===== src/rtl/conbox_cfg_loader_if.sv =====
// Handshake and configuration bundle between a bitstream source and one
// conbox configuration loader. Also carries the loader's FSM state and bit count.
interface conbox_cfg_loader_if #(
    parameter int CFG_W = 20,
    parameter int CNT_W = 6
);
    // cfg_in is transferred on every rising clk edge where cfg_en (== cfg_ready)
    // and cfg_valid are both high; cfg_out is qualified only by cfg_out_valid.
    logic             cfg_en;
    logic             cfg_in;
    logic             cfg_valid;
    logic             cfg_ready;
    logic             cfg_out;
    logic             cfg_out_valid;
    logic             cfg_commit;
    logic [CFG_W-1:0] config_dataA;
    logic [CFG_W-1:0] config_dataB;
    logic             cfg_loaded;
    logic             cfg_error;
    logic [1:0]       dbg_state;
    logic [CNT_W-1:0] dbg_count;

    modport slave (
        input  cfg_en, cfg_in, cfg_valid, cfg_commit,
        output cfg_ready, cfg_out, cfg_out_valid,
        output config_dataA, config_dataB, cfg_loaded, cfg_error,
        output dbg_state, dbg_count
    );

    modport master (
        output cfg_en, cfg_in, cfg_valid, cfg_commit,
        input  cfg_ready, cfg_out, cfg_out_valid,
        input  config_dataA, config_dataB, cfg_loaded, cfg_error,
        input  dbg_state, dbg_count
    );
endinterface


===== src/rtl/conbox_cfg_loader.sv =====
// Serial configuration loader for one conbox: shifts bits into a shadow register,
// forwards overflow down the daisy chain, and commits validated shadows to the active selects.
module conbox_cfg_loader #(
    parameter int WIDTH      = 8,
    parameter int LE_OUTPUTS = 1,
    parameter int LE_INPUTS  = 4
) (
    input  logic               clk,
    input  logic               n_rst,
    conbox_cfg_loader_if.slave bus
);
    localparam int SEL_BITS = $clog2(WIDTH + 2);
    localparam int NFIELD   = LE_INPUTS + LE_OUTPUTS;
    localparam int CFG_W    = SEL_BITS * NFIELD;
    localparam int TOTAL    = 2 * CFG_W;
    localparam int CNT_W    = $clog2(TOTAL + 1);

    localparam logic [1:0] ST_IDLE  = 2'd0;
    localparam logic [1:0] ST_SHIFT = 2'd1;
    localparam logic [1:0] ST_FULL  = 2'd2;

    localparam logic [CNT_W-1:0]    CNT_FULL = CNT_W'(TOTAL);
    localparam logic [SEL_BITS-1:0] SEL_MAX  = SEL_BITS'(WIDTH + 1);

    // Every field selects CONST_0 (index WIDTH): LE inputs tied low, no bus driven.
    function automatic logic [CFG_W-1:0] rst_image();
        logic [CFG_W-1:0] img;
        img = '0;
        for (int i = 0; i < NFIELD; i++) begin
            img[i*SEL_BITS +: SEL_BITS] = SEL_BITS'(WIDTH);
        end
        return img;
    endfunction

    localparam logic [CFG_W-1:0] RST_IMG = rst_image();

    logic [TOTAL-1:0] r_shadow;
    logic [CNT_W-1:0] r_cnt;
    logic [1:0]       r_state;
    logic             r_cfg_out;
    logic             r_cfg_out_valid;
    logic [CFG_W-1:0] r_data_a;
    logic [CFG_W-1:0] r_data_b;
    logic             r_loaded;
    logic             r_error;

    logic             w_accept;
    logic             w_start;
    logic [CNT_W-1:0] w_cnt_base;
    logic [CNT_W-1:0] w_cnt_next;
    logic [1:0]       w_state_next;
    logic             w_fields_ok;
    logic             w_commit_ok;
    logic             w_commit_bad;

    assign w_accept = bus.cfg_en & bus.cfg_valid;
    // Leaving IDLE with cfg_en high opens a frame; a bit accepted on that same edge is the frame's first.
    assign w_start    = (r_state == ST_IDLE) & bus.cfg_en;
    assign w_cnt_base = w_start ? '0 : r_cnt;
    assign w_cnt_next = (w_accept && (w_cnt_base != CNT_FULL)) ? w_cnt_base + 1'b1 : w_cnt_base;

    always_comb begin
        w_fields_ok = 1'b1;
        for (int i = 0; i < 2 * NFIELD; i++) begin
            if (r_shadow[i*SEL_BITS +: SEL_BITS] > SEL_MAX) begin
                w_fields_ok = 1'b0;
            end
        end
    end

    // Decided on the pre-edge shadow and count, so a coincident shift cannot corrupt it.
    assign w_commit_ok  = bus.cfg_commit & (r_cnt == CNT_FULL) & w_fields_ok;
    assign w_commit_bad = bus.cfg_commit & ~w_commit_ok;

    always_comb begin
        w_state_next = r_state;
        case (r_state)
            ST_IDLE: begin
                if (bus.cfg_en) w_state_next = ST_SHIFT;
            end
            ST_SHIFT: begin
                if (!bus.cfg_en)                 w_state_next = ST_IDLE;
                else if (w_cnt_next == CNT_FULL) w_state_next = ST_FULL;
            end
            ST_FULL: begin
                if (!bus.cfg_en) w_state_next = ST_IDLE;
            end
            default: w_state_next = ST_IDLE;
        endcase
    end

    always_ff @(posedge clk or negedge n_rst) begin
        if (!n_rst) begin
            r_state <= ST_IDLE;
            r_cnt   <= '0;
        end else begin
            r_state <= w_state_next;
            r_cnt   <= w_cnt_next;
        end
    end

    always_ff @(posedge clk or negedge n_rst) begin
        if (!n_rst) begin
            r_shadow        <= {RST_IMG, RST_IMG};
            r_cfg_out       <= 1'b0;
            r_cfg_out_valid <= 1'b0;
        end else begin
            r_cfg_out_valid <= w_accept;
            if (w_accept) begin
                r_shadow  <= {bus.cfg_in, r_shadow[TOTAL-1:1]};
                r_cfg_out <= r_shadow[0];
            end
        end
    end

    always_ff @(posedge clk or negedge n_rst) begin
        if (!n_rst) begin
            r_data_a <= RST_IMG;
            r_data_b <= RST_IMG;
            r_loaded <= 1'b0;
            r_error  <= 1'b0;
        end else begin
            if (w_commit_ok) begin
                r_data_a <= r_shadow[CFG_W-1:0];
                r_data_b <= r_shadow[TOTAL-1:CFG_W];
                r_loaded <= 1'b1;
            end
            // A rejected commit on the frame-opening edge still reports.
            if (w_commit_bad)  r_error <= 1'b1;
            else if (w_start)  r_error <= 1'b0;
        end
    end

    assign bus.cfg_ready     = bus.cfg_en;
    assign bus.cfg_out       = r_cfg_out;
    assign bus.cfg_out_valid = r_cfg_out_valid;
    assign bus.config_dataA  = r_data_a;
    assign bus.config_dataB  = r_data_b;
    assign bus.cfg_loaded    = r_loaded;
    assign bus.cfg_error     = r_error;
    assign bus.dbg_state     = r_state;
    assign bus.dbg_count     = r_cnt;
endmodule


===== src/flat_wrapper.sv =====
// flat-port wrapper written by rule: the top's interface ports become plain ports
module conbox_cfg_loader_flat 
#(
    parameter int WIDTH      = 8,
    parameter int LE_OUTPUTS = 1,
    parameter int LE_INPUTS  = 4
)
  (clk, n_rst, bus_cfg_en, bus_cfg_in, bus_cfg_valid, bus_cfg_commit, bus_cfg_ready, bus_cfg_out, bus_cfg_out_valid, bus_config_dataA, bus_config_dataB, bus_cfg_loaded, bus_cfg_error, bus_dbg_state, bus_dbg_count);
  conbox_cfg_loader_if #(.CFG_W(20), .CNT_W(6)) bus_i ();
  input  logic clk;
  input  logic n_rst;
  input wire logic [$bits(bus_i.cfg_en)-1:0] bus_cfg_en;
  input wire logic [$bits(bus_i.cfg_in)-1:0] bus_cfg_in;
  input wire logic [$bits(bus_i.cfg_valid)-1:0] bus_cfg_valid;
  input wire logic [$bits(bus_i.cfg_commit)-1:0] bus_cfg_commit;
  output wire logic [$bits(bus_i.cfg_ready)-1:0] bus_cfg_ready;
  output wire logic [$bits(bus_i.cfg_out)-1:0] bus_cfg_out;
  output wire logic [$bits(bus_i.cfg_out_valid)-1:0] bus_cfg_out_valid;
  output wire logic [$bits(bus_i.config_dataA)-1:0] bus_config_dataA;
  output wire logic [$bits(bus_i.config_dataB)-1:0] bus_config_dataB;
  output wire logic [$bits(bus_i.cfg_loaded)-1:0] bus_cfg_loaded;
  output wire logic [$bits(bus_i.cfg_error)-1:0] bus_cfg_error;
  output wire logic [$bits(bus_i.dbg_state)-1:0] bus_dbg_state;
  output wire logic [$bits(bus_i.dbg_count)-1:0] bus_dbg_count;
  assign bus_i.cfg_en = bus_cfg_en;
  assign bus_i.cfg_in = bus_cfg_in;
  assign bus_i.cfg_valid = bus_cfg_valid;
  assign bus_i.cfg_commit = bus_cfg_commit;
  assign bus_cfg_ready = bus_i.cfg_ready;
  assign bus_cfg_out = bus_i.cfg_out;
  assign bus_cfg_out_valid = bus_i.cfg_out_valid;
  assign bus_config_dataA = bus_i.config_dataA;
  assign bus_config_dataB = bus_i.config_dataB;
  assign bus_cfg_loaded = bus_i.cfg_loaded;
  assign bus_cfg_error = bus_i.cfg_error;
  assign bus_dbg_state = bus_i.dbg_state;
  assign bus_dbg_count = bus_i.dbg_count;
  conbox_cfg_loader #(.WIDTH(WIDTH), .LE_OUTPUTS(LE_OUTPUTS), .LE_INPUTS(LE_INPUTS)) u_core (.clk(clk), .n_rst(n_rst), .bus(bus_i));
endmodule

===== config.mk =====
export PLATFORM = sky130hd
export DESIGN_NAME = conbox_cfg_loader_flat
export DESIGN_NICKNAME = d
export VERILOG_FILES = /design/src/rtl/conbox_cfg_loader_if.sv /design/src/rtl/conbox_cfg_loader.sv /design/src/flat_wrapper.sv
export SDC_FILE = /design/constraint.sdc
export NUM_CORES = 1
export LEC_CHECK = 0
export ABC_AREA = 1
export CAP_MARGIN = 20
export CORE_MARGIN = 2
export CORE_UTILIZATION = 54
export CTS_CLUSTER_DIAMETER = 120
export DETAILED_ROUTE_END_ITERATION = 12
export GPL_TIMING_DRIVEN = 0
export PLACE_DENSITY_LB_ADDON = 0.2
export RECOVER_POWER = 25
export SLEW_MARGIN = 0
export SYNTH_ARGS = -nofsm -noshare
export SYNTH_HDL_FRONTEND = slang
export SYNTH_SLANG_ARGS = --single-unit

===== constraint.sdc =====
create_clock -name clk -period 2.3 [get_ports clk]
set_clock_uncertainty 0.1 [all_clocks]
set_input_delay 0.23 -clock clk [delete_from_list [all_inputs] [get_ports clk]]
set_output_delay 0.23 -clock clk [all_outputs]
set_load 0.05 [all_outputs]

; Word level (Yosys, flattened, before mapping)
; Index checks and enable logic that the tools add are counted.
[word_totals]
in_bits = 6
reg_bits = 92
out_inout_bits = 53
word_cells = 57
[op_classes]
reduce_logical = 4
addsub = 1
eq_ne = 8
order_cmp = 10
n_bitwise = 6
muxes = 19
[op_table]
columns = operator, count
row1 = $gt A4 B4 Y1 const B, 10
row2 = $eq A6 B6 Y1 const B, 2
row3 = $mux W1, 12
row4 = $mux W6, 2
row5 = $mux W2, 4
row6 = $add A6 B1 Y6 const B, 1
row7 = $ne A6 B6 Y1 const B, 1
row8 = $pmux W2 S3, 1
row9 = $and A1 B1 Y1, 5
row10 = $ne A2 B2 Y1 const B, 2
row11 = $ne A3 B2 Y1 const B, 1
row12 = $reduce_and A3 Y1, 1
row13 = $eq A2 B1 Y1 const B, 1
row14 = $eq A2 B2 Y1 const B, 1
row15 = $logic_not A2 Y1, 1
row16 = $reduce_bool A2 Y1, 1
row17 = $logic_and A1 B1 Y1, 1
row18 = $not A1 Y1, 1

; Logic depth before layout (Yosys ltp)
[logic_depth]
word_depth = 15
ltp_mapped = 17
depth_no_buf = 16

; Least setup slack after synthesis
; No wires, ideal clock.
[synth_timing]
path_kind = register -> register
start = reg u_core.r_state[0] (netlist: u_core.bus.dbg_state[0])
end = reg u_core.r_state[0] (netlist: u_core.bus.dbg_state[0])
t_required_ns = 2.087
arrival_ns = 2.125
path_buffers = 1
setup_time_ns = 0.113
setup_slack_ns = -0.038
path_stages_with_launch = 17
path_cell_list = dfrtp_1 > nor2_1 > nand2_1 > buf_6 > nand2_1 > ha_1 > nand2_1 > nor2_1 > nand3_1 > nand2_2 > nand2_1 > o21ai_1 > nand2_1 > nor2_1 > nand3_1 > nand2_1 > inv_1
[synth_via]
elab_chain_cells = 9
elab_cells_between_ends = 15
[synth_rtl]
columns = item, line
row1 = from (decl), conbox_cfg_loader.sv:39  ; logic [1:0] r_state;
row2 = from (signal assigned), conbox_cfg_loader.sv:97  ; r_state <= w_state_next;
row3 = branches (longest 9 deep; another with $add A6 B1 Y6), --
; Parallel ways; which one is timed is not known.
; A chain may end at the register's enable or synchronous reset.

; Worst setup path after layout
[layout_timing]
start = reg u_core.r_state[1] (netlist: u_core.bus.dbg_state[1])
end = reg u_core.r_state[0] (netlist: u_core.bus.dbg_state[0])
; The elaborated chain is that of the path after synthesis.

==> results.txt <==
----------------------------------------------------
[Yosys]
  YS warnings ... 0
  Number of instances in the synthesized netlist ... 413
  Flop and latch count out of synthesis ... 92
  Register area share after synthesis ... 56.9%
  Top-area cell type share of the netlist area ... 44.1%
  Syn_area_per_cell ... 9.90 sq um
  Cell types with the highest counts after synthesis ... sky130_fd_sc_hd__nand2_1, sky130_fd_sc_hd__dfrtp_1, sky130_fd_sc_hd__inv_1
  Leading area contributor after synthesis ... sky130_fd_sc_hd__dfrtp_1
  Post-synthesis xor/xnor area fraction ... 0%
  Mapped Area ... 0.00409 sq mm
  Share of synthesized cell area in full adder, half adder and majority cells ... 0.612%
  Number of enable flip-flop cells after synthesis ... 0
  Simple-gate area share of the yosys netlist ... 18.4%
  Share of async-settable or async-resettable flops after synthesis ... 100%
  Fraction of synthesized area in multiplexers ... 0%
  Cell with the most instances after synthesis ... sky130_fd_sc_hd__nand2_1
  Top cells by area in the synthesized netlist ... sky130_fd_sc_hd__dfrtp_1, sky130_fd_sc_hd__dfstp_2, sky130_fd_sc_hd__o21ai_2
  Commonest register cell after synthesis ... sky130_fd_sc_hd__dfrtp_1
  Number of nets produced by synthesis ... 421
  Compound-cell area share of the yosys netlist ... 15.1%
  Synth cell types ... 22
  Main combinational cell family by area after synthesis ... simple AND/OR/NAND/NOR gates

[Clock network]
  Clock latency at the later pin of the worst-skew pair ... 0.36 ns
  H-tree levels ... 3
  Max Root-Sink Buffers ... 2
  Clock transition at the registers of the reported paths ... 0.09 ns
  Sink count of the clock tree ... 92
  Total CTS buffers ... 9
  TritonCTS clock tree ... done
  Clk root buf ... sky130_fd_sc_hd__clkbuf_8

[STA]
  Normalized max-slew margin ... 30.4%
  Smallest hold slack ... 0.357 ns
  Number of endpoints with negative hold slack in the final report ... 0
  Final cycle utilization of the critical path ... 92.2%
  Pin slew with the least headroom to its limit ... 1.04 ns
  Accumulated negative setup slack ... 0 ns
  F_max ... 0.472 GHz
  Max-slew violations ... 0
  Min Tclk post-route ... 2.12 ns
  Setup violations, final ... 0

[Place]
  GPL Wtd Cong ... 0.858
  Number of port buffers ... 58
  DPL Wire Length ... 5580 um
  Area of placed instances ... 0.00482 sq mm
  Placed Cells incl. Taps ... 571

[Finish]
  Number of nets in the layout ... 497
  Fraction of final layout cells sized beyond drive strength 1 ... 34.2%
  Total of fill cells in the finished design ... 582
  Layout Area Growth over Synthesis ... 25.9%
  Diodes inserted ... 0
  Fin area ... 0.00515 sq mm
  Number of non-filler instances in the completed layout ... 593

[Setup path]
  Slowest stage cell on the critical path ... sky130_fd_sc_hd__dfrtp_2
  Cell depth of the worst flop-to-flop path ... 16
  Worst Path Buf+Inv ... 2
  End of the worst register-to-register path ... u_core.bus.dbg_state[0]$_DFFE_PN0P_
  Kind of launch point of the worst setup path ... register
  FF-to-FF Start ... u_core.bus.dbg_state[1]$_DFFE_PN0P_
  Crit path required time ... 2.46 ns
  Crit path capture type ... register
  Maximum single-stage delay on the critical path ... 0.43 ns
  CP top delay family ... simple AND/OR/NAND/NOR gates
  Crit path cell chain ... nor2_4 > nand2_2 > buf_6 > nand2_2 > ha_4 > nand2_2 > nor2_2 > nand3_2 > nand2_2 > nand2_1 > o21ai_2 > nand2_1 > nor2_2 > nand3_1 > nand2_1 > inv_1
  Worst setup path class ... register to register
  Most prevalent standard cell on the critical path ... sky130_fd_sc_hd__nand2_2
  Crit path max fanout ... 4
  Flop2flop setup slack ... 0.18 ns
  Arrival time worst endpoint ... 2.28 ns

[Global route]
  Overall overflow remaining after global route ... 0
  Initial antenna violation count ... 0
  Total routing resource utilization after global routing ... 20.7%
  Pin count of the biggest net entering global routing ... 52
  Wire length of the first global-routing pass ... 13,700 um
  Number of global-route vias before repair ... 2,856

[Hold path]
  Class of the tightest hold or removal check ... primary input to register
  Hold-critical path endpoint ... u_core.r_shadow[39]$_DFFE_PN1P_
  Worst Min Path Start ... bus_cfg_in
  Worst hold path depth ... 3

[Floorplan]
  Starting utilization of the core area ... 56.1%
  Site row count ... 31
  Horizontal die dimension ... 91.0 um
  Die height ... 91.0 um
  Area inside the core boundary ... 0.00729 sq mm
  Number of ports placed on the die boundary ... 59
  Die ar. ... 0.00829 sq mm

[Drt]
  Drt initial violations ... 122
  Total wirelength of the detailed-routed design ... 8030 um
  Antenna-violating nets left ... 0
  DR DRC count ... 0
  Detailed-router iteration count before antenna repair ... 4
  Count of vias placed by the detailed router ... 2,987
  Routed length per instance ... 13.5 um
  Via-to-Cell Ratio ... 5.04

[Power and ir drop]
  Sw Ratio ... 29.2%
  Static Leak ... 2.27 nW
  Portion of total power attributed to combinational logic ... 16.4%
  Pwr/cell area ... 722 mW/mm^2
  Reported net switching power ... 1.09 mW
  Portion of total power attributed to the clock network ... 32.4%
  Largest voltage drop on the vdd net ... 0.395 mV
  Overall power after layout ... 3.72 mW
  Internal power of the cells ... 2.63 mW
  Share of total power in sequential cells ... 51.2%

[Status]
  Result of the run ... complete, no violations

[Run]
  MaxCap Viol Count ... 0

----------------------------------------------------
[cell usage in the layout (no fill, tap or decap), types with 2 or more instances in the layout]
cell type and n:
sky130_fd_sc_hd__dfstp_2 20, sky130_fd_sc_hd__clkbuf_8 10, sky130_fd_sc_hd__nand2_1 72, sky130_fd_sc_hd__nand4_1 6, sky130_fd_sc_hd__a21oi_1 11, sky130_fd_sc_hd__nor2_1 2, sky130_fd_sc_hd__dfrtp_2 2, sky130_fd_sc_hd__buf_4 6
sky130_fd_sc_hd__o21ai_0 41, sky130_fd_sc_hd__nand3_1 7, sky130_fd_sc_hd__clkdlybuf4s50_1 57, sky130_fd_sc_hd__bufinv_16 2, sky130_fd_sc_hd__buf_6 9, sky130_fd_sc_hd__clkinv_2 2, sky130_fd_sc_hd__clkbuf_1 8, sky130_fd_sc_hd__nor4_4 2
sky130_fd_sc_hd__nand3_2 2, sky130_fd_sc_hd__dfrtp_1 70, sky130_fd_sc_hd__inv_1 49, sky130_fd_sc_hd__o21ai_2 41, sky130_fd_sc_hd__nor3_2 2, sky130_fd_sc_hd__nor2_4 2, sky130_fd_sc_hd__nand2_2 46, sky130_fd_sc_hd__inv_2 12
sky130_fd_sc_hd__nor2_2 4
[tightest hold or removal path, stage by stage]
cell	delay [ns]
sky130_fd_sc_hd__clkdlybuf4s50_1	0.42
sky130_fd_sc_hd__nand2_1	0.08
sky130_fd_sc_hd__o21ai_0	0.07
[stage by stage]
| stage | worst slack (ns) | util, % |
|---|---|---|
| 3_5_place_dp | -0.308 | 66.1 |
| 6_report | 0.180 | 70.6 |
| 5_1_grt | -0.00732 | 70.6 |
| 2_1_floorplan | 0.0682 | - |
| 4_1_cts | 0.00704 | 69.5 |
| 3_3_place_gp | -2.66 | 65.8 |
[registers in the layout (all words and copies together), names as in the netlist]
| signal | count |
|---|---|
| u_core.r_shadow | 40 |
| u_core.bus.config_dataA | 20 |
| u_core.bus.config_dataB | 20 |
| u_core.bus.dbg_count | 6 |
| u_core.bus.dbg_state | 2 |
| u_core.bus.cfg_error | 1 |
| u_core.bus.cfg_loaded | 1 |
| u_core.bus.cfg_out | 1 |
| u_core.bus.cfg_out_valid | 1 |
[power groups by stage]
stage               registers (mW)  clock network (mW)  logic (mW)
floorplan                     1.97                   0       0.346
global placement              1.92                   0       0.559
detailed placement            1.93                   0       0.586
CTS                           1.90                1.23       0.594
global route                  1.92                1.29       0.691
finish                        1.90                1.21       0.609
[final cells by class]
type	instances	area [sq um]	area share, %
Sequential cell	92	2330	45.2
Inverter	61	229	4.45
Multi-Input combinational cell	242	1450	28.2
Clock buffer	10	138	2.67
Timing Repair Buffer	65	651	12.6
Tap cell	99	124	2.41
Buffer	18	139	2.70
Clock inverter	6	86.3	1.68
[repair_timing]
| action | 4_1_cts | 5_1_grt |
|---|---|---|
| pin swaps | 1 | 9 |
| hold buffers | 1 | 0 |
| buffers inserted | 1 | 4 |
| resized for setup | 1 | 16 |
| hold endpoints to repair | 33 | 0 |
| endpoints found under the setup margin | 1 | 2 |
[per-layer routing]
layer  global-route usage [%]  share of wire, %  vias up  routed length (um)
li1                         -                 -     1458                   -
met1                     27.8                46     1448                3660
met2                     33.6                49       69                3890
met3                     3.57               4.2       12                 334
met4                     8.33               1.7        0                 135
met5                        0                 0        -                   0
[cells by family (layout without fill, tap and decap cells)]
group,count (synthesis),after routing
AND/OR/NAND/NOR,147,147
adder cells (fa/ha/maj),2,2
AO/OA/AOI/OAI,93,93
flip-flops,92,92
buffers and inverters,79,160
[worst max-delay path by stage]
stage | to | slack, ns | cells after the start | start
2_1_floorplan | u_core.bus.dbg_state[0]$_DFFE_PN0P_ | 0.07 | 16 | u_core.bus.dbg_state[0]$_DFFE_PN0P_
4_1_cts | u_core.bus.dbg_state[0]$_DFFE_PN0P_ | 0.007 | 16 | u_core.bus.dbg_state[0]$_DFFE_PN0P_
5_1_grt | u_core.bus.dbg_state[0]$_DFFE_PN0P_ | -0.007 | 16 | u_core.bus.dbg_state[1]$_DFFE_PN0P_
6_report | u_core.bus.dbg_state[0]$_DFFE_PN0P_ | 0.18 | 16 | u_core.bus.dbg_state[1]$_DFFE_PN0P_
3_3_place_gp | u_core.bus.dbg_state[1]$_DFFE_PN0P_ | -2.66 | 1 | n_rst
3_5_place_dp | u_core.bus.dbg_state[0]$_DFFE_PN0P_ | -0.31 | 16 | bus_cfg_en
No activity file was read; power rests on OpenSTA's default activity.
